--- config.mk ---
export PLATFORM = sky130hd
export DESIGN_NAME = adc_sample_source_flat
export DESIGN_NICKNAME = d
export VERILOG_FILES = /design/src/rtl/adc_sample_source_if.sv /design/src/rtl/adc_sample_source.sv /design/src/flat_wrapper.sv
export SDC_FILE = /design/constraint.sdc
export NUM_CORES = 1
export LEC_CHECK = 0
export ABC_AREA = 1
export CORE_MARGIN = 2
export CORE_UTILIZATION = 40
export DETAILED_ROUTE_END_ITERATION = 8
export MAX_ROUTING_LAYER = met4
export SYNTH_ARGS = -nofsm -noshare
export SYNTH_HDL_FRONTEND = slang
export SYNTH_SLANG_ARGS = --single-unit
--- constraint.sdc ---
create_clock -name clk -period 3.1 [get_ports clk]
set_clock_uncertainty 0.2 [all_clocks]
set_input_delay 0.465 -clock clk [delete_from_list [all_inputs] [get_ports clk]]
set_output_delay 0.465 -clock clk [all_outputs]
set_load 0.005 [all_outputs]
--- src/rtl/adc_sample_source_if.sv ---
// Serial ADC pins plus the parallel sample bus presented to the filter.
// Latency: n/a (wires only).
// Backpressure: none; the sample bus is a strobe-qualified push with no ready.
//   master: adc_cs_n, adc_sclk, dout, data_refresh out; adc_miso in
//   slave : the mirror image (ADC model plus filter input)
interface adc_sample_source_if;
    logic        adc_cs_n;
    logic        adc_sclk;
    logic        adc_miso;
    logic [15:0] dout;
    logic        data_refresh;

    modport master (
        output adc_cs_n,
        output adc_sclk,
        output dout,
        output data_refresh,
        input  adc_miso
    );

    modport slave (
        input  adc_cs_n,
        input  adc_sclk,
        input  dout,
        input  data_refresh,
        output adc_miso
    );
endinterface

--- src/rtl/adc_sample_source.sv ---
// Periodic SPI mode-0 reader of a 16-bit ADC, emitting signed samples with a strobe.
// Latency: cs_n falls 1 cycle after a tick; data_refresh CS_SETUP+32*CLK_DIV+CS_HOLD cycles later.
// Backpressure: none; a tick arriving while a frame is in flight is dropped and flagged in overrun.
//   ports: clk, rst_n, enable, sample_period[15:0], clear_overrun, busy, overrun,
//          bus (master): adc_cs_n, adc_sclk, adc_miso, dout[15:0], data_refresh
module adc_sample_source #(
    parameter int CLK_DIV       = 2,
    parameter int CS_SETUP      = 2,
    parameter int CS_HOLD       = 2,
    parameter int OFFSET_BINARY = 0
) (
    input  logic                       clk,
    input  logic                       rst_n,
    input  logic                       enable,
    input  logic [15:0]                sample_period,
    input  logic                       clear_overrun,
    adc_sample_source_if.master        bus,
    output logic                       busy,
    output logic                       overrun
);

    // One counter serves the setup, bit-phase and hold intervals.
    localparam int M1      = (CS_SETUP > CS_HOLD) ? CS_SETUP : CS_HOLD;
    localparam int MAX_CYC = (M1 > 2 * CLK_DIV) ? M1 : 2 * CLK_DIV;
    localparam int CW      = $clog2(MAX_CYC);

    localparam logic [CW-1:0] SETUP_LAST = CW'(CS_SETUP - 1);
    localparam logic [CW-1:0] HOLD_LAST  = CW'(CS_HOLD - 1);
    localparam logic [CW-1:0] HALF_LAST  = CW'(CLK_DIV - 1);
    localparam logic [CW-1:0] BIT_LAST   = CW'(2 * CLK_DIV - 1);
    localparam logic [15:0]   FMT_MASK   = (OFFSET_BINARY != 0) ? 16'h8000 : 16'h0000;

    typedef enum logic [2:0] {S_IDLE, S_SETUP, S_SHIFT, S_HOLD, S_DONE} state_t;

    state_t        state;
    logic [CW-1:0] cyc;
    logic [3:0]    bit_cnt;
    logic [15:0]   shreg;
    logic          cs_n_r;
    logic          sclk_r;
    logic [15:0]   dout_r;
    logic          refresh_r;

    // Pacing timer. tmr_run marks that tmr holds a live count; on the first
    // enabled cycle (and after reset) the count is taken straight from
    // sample_period, so the first tick lands sample_period cycles after enable.
    logic [15:0] tmr;
    logic        tmr_run;
    logic [15:0] tmr_eff;
    logic        tick;

    always_comb begin
        tmr_eff = tmr_run ? tmr : sample_period;
        tick    = enable && (tmr_eff <= 16'd1);
    end

    always_ff @(posedge clk or negedge rst_n) begin
        if (!rst_n) begin
            tmr     <= '0;
            tmr_run <= 1'b0;
        end else begin
            tmr_run <= enable;
            if (!enable || tick) begin
                tmr <= sample_period;
            end else begin
                tmr <= tmr_eff - 16'd1;
            end
        end
    end

    always_ff @(posedge clk or negedge rst_n) begin
        if (!rst_n) begin
            state     <= S_IDLE;
            cyc       <= '0;
            bit_cnt   <= '0;
            shreg     <= '0;
            cs_n_r    <= 1'b1;
            sclk_r    <= 1'b0;
            dout_r    <= '0;
            refresh_r <= 1'b0;
            busy      <= 1'b0;
            overrun   <= 1'b0;
        end else begin
            refresh_r <= 1'b0;

            // A new drop outranks a simultaneous clear.
            if (tick && (state != S_IDLE)) begin
                overrun <= 1'b1;
            end else if (clear_overrun) begin
                overrun <= 1'b0;
            end

            case (state)
                S_IDLE: begin
                    if (tick) begin
                        state  <= S_SETUP;
                        cs_n_r <= 1'b0;
                        busy   <= 1'b1;
                        cyc    <= '0;
                    end
                end
                S_SETUP: begin
                    if (cyc == SETUP_LAST) begin
                        state   <= S_SHIFT;
                        cyc     <= '0;
                        bit_cnt <= '0;
                    end else begin
                        cyc <= cyc + CW'(1);
                    end
                end
                S_SHIFT: begin
                    // Each bit: CLK_DIV cycles low, then CLK_DIV high. MISO is
                    // captured on the edge that raises sclk; the ADC changed it
                    // on the previous falling edge, so it is settled here.
                    if (cyc == HALF_LAST) begin
                        sclk_r <= 1'b1;
                        shreg  <= {shreg[14:0], bus.adc_miso};
                        cyc    <= cyc + CW'(1);
                    end else if (cyc == BIT_LAST) begin
                        sclk_r <= 1'b0;
                        cyc    <= '0;
                        if (bit_cnt == 4'd15) begin
                            state <= S_HOLD;
                        end else begin
                            bit_cnt <= bit_cnt + 4'd1;
                        end
                    end else begin
                        cyc <= cyc + CW'(1);
                    end
                end
                S_HOLD: begin
                    if (cyc == HOLD_LAST) begin
                        state     <= S_DONE;
                        cs_n_r    <= 1'b1;
                        dout_r    <= shreg ^ FMT_MASK;
                        refresh_r <= 1'b1;
                    end else begin
                        cyc <= cyc + CW'(1);
                    end
                end
                S_DONE: begin
                    state <= S_IDLE;
                    busy  <= 1'b0;
                end
                default: begin
                    state <= S_IDLE;
                end
            endcase
        end
    end

    assign bus.adc_cs_n     = cs_n_r;
    assign bus.adc_sclk     = sclk_r;
    assign bus.dout         = dout_r;
    assign bus.data_refresh = refresh_r;

endmodule
--- src/flat_wrapper.sv ---
// flat-port wrapper written by rule: the top's interface ports become plain ports
module adc_sample_source_flat 
#(
    parameter int CLK_DIV       = 2,
    parameter int CS_SETUP      = 2,
    parameter int CS_HOLD       = 2,
    parameter int OFFSET_BINARY = 0
)
  (clk, rst_n, enable, sample_period, clear_overrun, busy, overrun, bus_adc_cs_n, bus_adc_sclk, bus_dout, bus_data_refresh, bus_adc_miso);
  adc_sample_source_if bus_i ();
  input  logic clk;
  input  logic rst_n;
  input  logic enable;
  input  logic [15:0] sample_period;
  input  logic clear_overrun;
  output logic busy;
  output logic overrun;
  output wire logic [$bits(bus_i.adc_cs_n)-1:0] bus_adc_cs_n;
  output wire logic [$bits(bus_i.adc_sclk)-1:0] bus_adc_sclk;
  output wire logic [$bits(bus_i.dout)-1:0] bus_dout;
  output wire logic [$bits(bus_i.data_refresh)-1:0] bus_data_refresh;
  input wire logic [$bits(bus_i.adc_miso)-1:0] bus_adc_miso;
  assign bus_adc_cs_n = bus_i.adc_cs_n;
  assign bus_adc_sclk = bus_i.adc_sclk;
  assign bus_dout = bus_i.dout;
  assign bus_data_refresh = bus_i.data_refresh;
  assign bus_i.adc_miso = bus_adc_miso;
  adc_sample_source #(.CLK_DIV(CLK_DIV), .CS_SETUP(CS_SETUP), .CS_HOLD(CS_HOLD), .OFFSET_BINARY(OFFSET_BINARY)) u_core (.clk(clk), .rst_n(rst_n), .enable(enable), .sample_period(sample_period), .clear_overrun(clear_overrun), .bus(bus_i), .busy(busy), .overrun(overrun));
endmodule
==> results of run 1 <==
==> logic make-up (layout without fill, tap and decap cells) <==
family | after synthesis | after routing | synth area share (%)
AO/OA/AOI/OAI | 72 | 72 | 11.2
flip-flops | 63 | 63 | 47.6
AND/OR/NAND/NOR | 207 | 207 | 26.5
adder cells (fa/ha/maj) | 6 | 6 | 2.26
buffers and inverters | 76 | 124 | 10.4
XOR/XNOR | 8 | 8 | 2.11
==> state kept, by name (all words and copies together) (netlist names) <==
name / flops
u_core.overrun: 1
u_core.bus.dout: 16
u_core.shreg: 16
u_core.bus.adc_sclk: 1
u_core.state: 3
u_core.bus.adc_cs_n: 1
u_core.bit_cnt: 4
u_core.bus.data_refresh: 1
u_core.busy: 1
u_core.tmr_run: 1
u_core.tmr: 16
u_core.cyc: 2
==> stage by stage <==
stage	utilization [%]	hold slack, ps	power (W)
2_1_floorplan	-	-30.6	0.00153
3_3_place_gp	46.4	263	0.00175
3_5_place_dp	46.4	258	0.00177
4_1_cts	49.2	121	0.00262
5_1_grt	49.2	162	0.00277
6_report	49.2	87.9	0.00258
==> metal layers <==
layer	part of all wire [%]	global-route usage [%]	wire (microns)	vias to the layer above
met5	0	-	0	-
met4	1.5	7.73	106	0
met3	3.2	3.08	223	14
met2	49	30.0	3440	47
met1	47	21.3	3300	1261
li1	-	-	-	1434
==> layout by cell type (no fill, tap or decap), types with 2 or more instances in the layout <==
cell type,netlist,final
nand2_1,144,144
dfrtp_1,62,62
inv_1,60,60
o21ai_0,45,45
clkdlybuf4s50_1,0,40
nor2_1,24,24
o21ai_1,17,17
nand3_1,17,17
clkbuf_8,0,10
nand4_1,7,7
a21oi_1,6,6
xor2_1,6,6
ha_1,6,6
nand2_2,4,4
nor2_4,4,4
buf_4,0,4
inv_2,3,3
nor2_2,3,3
nor3_1,2,2
xnor2_1,2,2
nand3_2,2,2
bufinv_16,0,2
clkinvlp_4,0,2
==> worst max-delay path, stage by stage (launching register included) <==
cell	delay (ps)
dfrtp_1	620
inv_2	60
nand2_1	60
nand2_1	120
inv_1	80
ha_1	200
nor2_1	60
nor2_1	90
nand2_1	70
nor2_2	120
nand3_2	80
nand2_2	180
buf_4	210
nor2_1	60
a21oi_1	120
==> cells in the mapped netlist (all sizes together) <==
| cell | instances |
|---|---|
| xor2 | 6 |
| buf | 7 |
| ha | 6 |
| nand3 | 19 |
| nor2 | 31 |
| inv | 63 |
| o21ai | 63 |
| o21a | 1 |
| dfstp | 1 |
| dfrtp | 62 |
| nand4 | 7 |
| o22ai | 1 |
| nor3 | 2 |
| a21oi | 6 |
| o31ai | 1 |
| xnor2 | 2 |
| clkbuf | 6 |
| nand2 | 148 |
==> cell type report <==
type / count / area, sq um
Clock buffer: 10 / 138
Timing Repair Buffer: 45 / 435
Sequential cell: 63 / 1580
Fill cell: 810 / 4130
Multi-Input combinational cell: 293 / 1390
Clock inverter: 6 / 92.6
Inverter: 63 / 236
Tap cell: 105 / 131
==> report_power, final <==
part	total, W	switching, W	internal [W]
clock network	0.000828	0.000349	0.000479
logic	0.000715	0.000439	0.000276
registers	0.00104	0.0000853	0.000954
total	0.00258	0.000873	0.00171
==> final timing paths <==
path                       slack [ps]                   to  cells after the start
max                               680       u_core.tmr[13]                     14
min                                90        u_core.tmr[9]                      2
max reg2reg                       680       u_core.tmr[13]                     14
min reg2reg                       260  u_core.bus.adc_cs_n                      2
max in group asynchronous        2080  u_core.bus.dout[15]                      2
min in group clk                  260  u_core.bus.adc_cs_n                      2
==> results.sh, run 1 <==
export IMPL_htree_levels=3
export IMPL_io_buffers=41
export IMPL_coreArea_sq_um=8130
export IMPL_synth_area_per_cell_sq_um=7.68
export IMPL_outcome="complete, no violations"
export IMPL_fin_setup_tns_ps=0
export IMPL_worstSetupPathType="flop to flop"
export IMPL_ys_types=26
export IMPL_finalNetCount=502
export IMPL_startpoint_type="flop"
export IMPL_hpwl_microns=4940
export IMPL_synth_area_sq_um=3320
export IMPL_wl_per_cell_microns=12.1
export IMPL_die_h_microns=95.1
export IMPL_clkTransAtPathRegs_ps=80
export IMPL_antenna_found_initial=0
export IMPL_ios=42
export IMPL_grt_max_degree=64
export IMPL_finalWirelength_microns=7070
export IMPL_finalHoldViolCount=0
export IMPL_rsz0062_at_grt="false"
export IMPL_ir_drop_v=0.000292
export IMPL_yosysTopAreaCell="dfrtp_1"
export IMPL_place_ws_ps=438
export IMPL_p_per_area_nw_per_um2=644
export IMPL_placed_area_sq_um=3770
export IMPL_num_vias=2756
export IMPL_grt_first_pass_wirelength_microns=12200
export IMPL_ys_warn_count=0
export IMPL_drt_initial_drc_count=81
export IMPL_postSynthCellCount=432
export IMPL_viasPerCell=4.71
export IMPL_final_antenna_net_count=0
export IMPL_fin_ws_ps=680
export IMPL_cts_tree="built"
export IMPL_root_buffer="clkbuf_8"
export IMPL_grt_pass1_vias=2747
export IMPL_dp_cells=569
export IMPL_period_share_pct=78.1
export IMPL_maxCapViolCount=0
export IMPL_track_usage_pct=18.0
export IMPL_post_cts_resized=0
export IMPL_synth_top_area_share_pct=46.8
export IMPL_gr_total_overflow=0
export IMPL_clock_sinks=63
export IMPL_p_leak_nw=1.90
export IMPL_slew_viol_final=0
export IMPL_die_x_microns=95.1
export IMPL_initial_core_util_pct=40.8
export IMPL_clk_path_buf_depth=2
export IMPL_yosysSeqAreaShare_pct=47.6
export IMPL_dr_pass1_iters=4
export IMPL_tightest_slew_ps=870
export IMPL_fp_row_count=33
export IMPL_syn_to_final_growth_pct=20.7
export IMPL_synth_seq_cells=63
export IMPL_crit_start="u_core.tmr_run"
export IMPL_cp_required_ps=3170
export IMPL_place_gp_congestion=0.924
export IMPL_syn_num_nets=459
export IMPL_crit_fanout=12
export IMPL_cts_setup_buffers=0
export IMPL_min_path_type="input pin to asynchronous set/reset pin"
export IMPL_postCtsHoldBufs=0
export IMPL_drc_errors=0
export IMPL_fin_crit_ps=2420
export IMPL_relSlewSlack_pct=41.9
export IMPL_dieArea_sq_um=9040
export IMPL_timing_fmax_mhz=413
export IMPL_stdcell_area_sq_um=4010
export IMPL_rr_startpoint="u_core.tmr_run"
export IMPL_synth_area_leaders="dfrtp_1, nand2_1, inv_1, o21ai_0, nor2_1"
export IMPL_worst_ep_arrival_time_ps=2490
export IMPL_clk_latency_ps=340
export IMPL_final_cells=585
export IMPL_endpoint_kind="flop"
export IMPL_insertedDiodeCount=0
export IMPL_setup_viol=0
export IMPL_layout_drive_gt1_share_pct=8.13
export IMPL_cts_buffers=9
Note: power is estimated with default switching activity, not from simulation.
==> run 2, diff against run 1 <==
==> constraint.sdc (replaced) <==
create_clock -name clk -period 2.2 [get_ports clk]
set_clock_uncertainty 0.2 [all_clocks]
set_input_delay 0.33 -clock clk [delete_from_list [all_inputs] [get_ports clk]]
set_output_delay 0.33 -clock clk [all_outputs]
set_load 0.005 [all_outputs]
==> results.sh, run 2 (synthesis gave the netlist of run 1 again) <==
export IMPL_ios=42
export IMPL_rr_startpoint="u_core.tmr_run"
export IMPL_cts_buffers=9
export IMPL_clk_path_buf_depth=2
export IMPL_crit_fanout=7
export IMPL_final_antenna_net_count=0
export IMPL_io_buffers=41
export IMPL_die_x_microns=95.1
export IMPL_wl_per_cell_microns=12.0
export IMPL_finalWirelength_microns=7270
export IMPL_nFillCells=776
export IMPL_startpoint_type="flop"
export IMPL_min_path_type="flop to flop"
export IMPL_finalNetCount=522
export IMPL_hpwl_microns=5110
export IMPL_hp_start="u_core.bus.adc_cs_n"
export IMPL_grt_first_pass_wirelength_microns=12600
export IMPL_fin_crit_ps=2040
export IMPL_tightest_slew_ps=529
export IMPL_p_per_area_nw_per_um2=865
export IMPL_maxCapViolCount=0
export IMPL_worstSetupPathType="flop to flop"
export IMPL_dr_pass1_iters=4
export IMPL_antenna_found_initial=0
export IMPL_post_route_util_pct=51.3
export IMPL_relSlewSlack_pct=64.7
export IMPL_insertedDiodeCount=0
export IMPL_coreArea_sq_um=8130
export IMPL_layout_commonest_cell="nand2_1"
export IMPL_hold_end="u_core.bus.adc_cs_n"
export IMPL_grt_pass1_vias=2780
export IMPL_place_gp_congestion=0.895
export IMPL_clk_latency_ps=340
export IMPL_worst_ep_arrival_time_ps=2080
export IMPL_p_leak_nw=2.00
export IMPL_drc_errors=0
export IMPL_drt_initial_drc_count=149
export IMPL_cts_setup_buffers=0
export IMPL_root_buffer="clkbuf_8"
export IMPL_num_vias=2805
export IMPL_layout_drive_gt1_share_pct=12.6
export IMPL_total_power_w=0.00361
export IMPL_clock_sinks=63
export IMPL_fin_setup_tns_ps=0
export IMPL_track_usage_pct=18.5
export IMPL_rrSetupSlack_ps=160
export IMPL_gr_total_overflow=0
export IMPL_dieArea_sq_um=9040
export IMPL_period_share_pct=92.8
export IMPL_clkTransAtPathRegs_ps=80
export IMPL_cts_tree="built"
export IMPL_whs_ps=271
export IMPL_worstHoldPathCells=2
export IMPL_initial_core_util_pct=40.8
export IMPL_ff2ff_path_depth=11
export IMPL_timing_rr_end="u_core.cyc[0]"
export IMPL_endpoint_kind="flop"
export IMPL_htree_levels=3
export IMPL_viasPerCell=4.64
export IMPL_timing_fmax_mhz=490
export IMPL_syn_to_final_growth_pct=25.8
export IMPL_outcome="complete, no violations"
export IMPL_ir_drop_v=0.000454
export IMPL_finalHoldViolCount=0
export IMPL_fp_row_count=33
export IMPL_final_cell_mix="nand2_1, dfrtp_1, inv_1"
export IMPL_setup_viol=0
export IMPL_cp_required_ps=2230
export IMPL_grt_max_degree=64
export IMPL_slew_viol_final=0
export IMPL_die_h_microns=95.1
export IMPL_crit_start="u_core.tmr_run"
-- run 2: cell count changes in the layout (fill, tap and decap cells not counted), sizes merged --
cell / delta
inv: +3
clkbuf: -1
buf: +19
clkinvlp: -1
bufinv: -1
dlygate4sd3: +1
-- run 2: report_power, final --
part	switching, W	total, W	internal [W]
Clock	0.000527	0.00106	0.000538
Combinational	0.000637	0.00108	0.000446
Sequential	0.000119	0.00146	0.00134
-- run 2: how the worst max path moves through the flow --
stage | endpoint | depth (start not counted)
CTS | u_core.cyc[0] | 11
detailed placement | u_core.cyc[0] | 12
floorplan | u_core.tmr[10] | 17
finish | u_core.cyc[0] | 11
global route | u_core.cyc[0] | 14
global placement | u_core.cyc[0] | 12
-- run 2: final cells by class --
class | count | area, sq um | share of cell area [%]
Clock inverter | 7 | 77.6 | 1.86
Multi-Input combinational cell | 293 | 1410 | 33.8
Inverter | 63 | 236 | 5.67
Timing Repair Buffer | 65 | 613 | 14.7
Clock buffer | 9 | 124 | 2.97
Sequential cell | 63 | 1580 | 37.8
Tap cell | 105 | 131 | 3.15
-- run 2: per-layer routing --
layer | GRT usage, % | vias up | routed length [microns]
met3 | 3.32 | 11 | 221
met4 | 7.85 | 0 | 136
met5 | - | - | 0
met2 | 30.6 | 35 | 3540
li1 | - | 1470 | -
met1 | 22.2 | 1289 | 3370
-- run 2: what timing repair did --
action / CTS / global route
endpoints found under the setup margin: 0 / 17
hold buffers: 1 / 0
hold endpoints to repair: 62 / 0
resized for setup: 0 / 6
-- run 2: worst max-delay path, stage by stage, from the launching register on --
cell and delay [ps]:
dfrtp_2 470, o21ai_2 210, ha_2 210, nor2_1 50, nor2_1 90, nand2_1 70, nor2_2 110, nand4_1 140
nand2_2 150, nand3_1 100, nand2_1 80, nand2_1 50
-- run 2: through the flow --
step	instance area, sq um	worst slack [ps]	instances
3_3_place_gp	3940	-144	588
4_1_cts	4150	49.8	605
6_report	4170	157	605
2_1_floorplan	3320	25.0	432
5_1_grt	4170	-5.63	605
3_5_place_dp	3940	-224	588
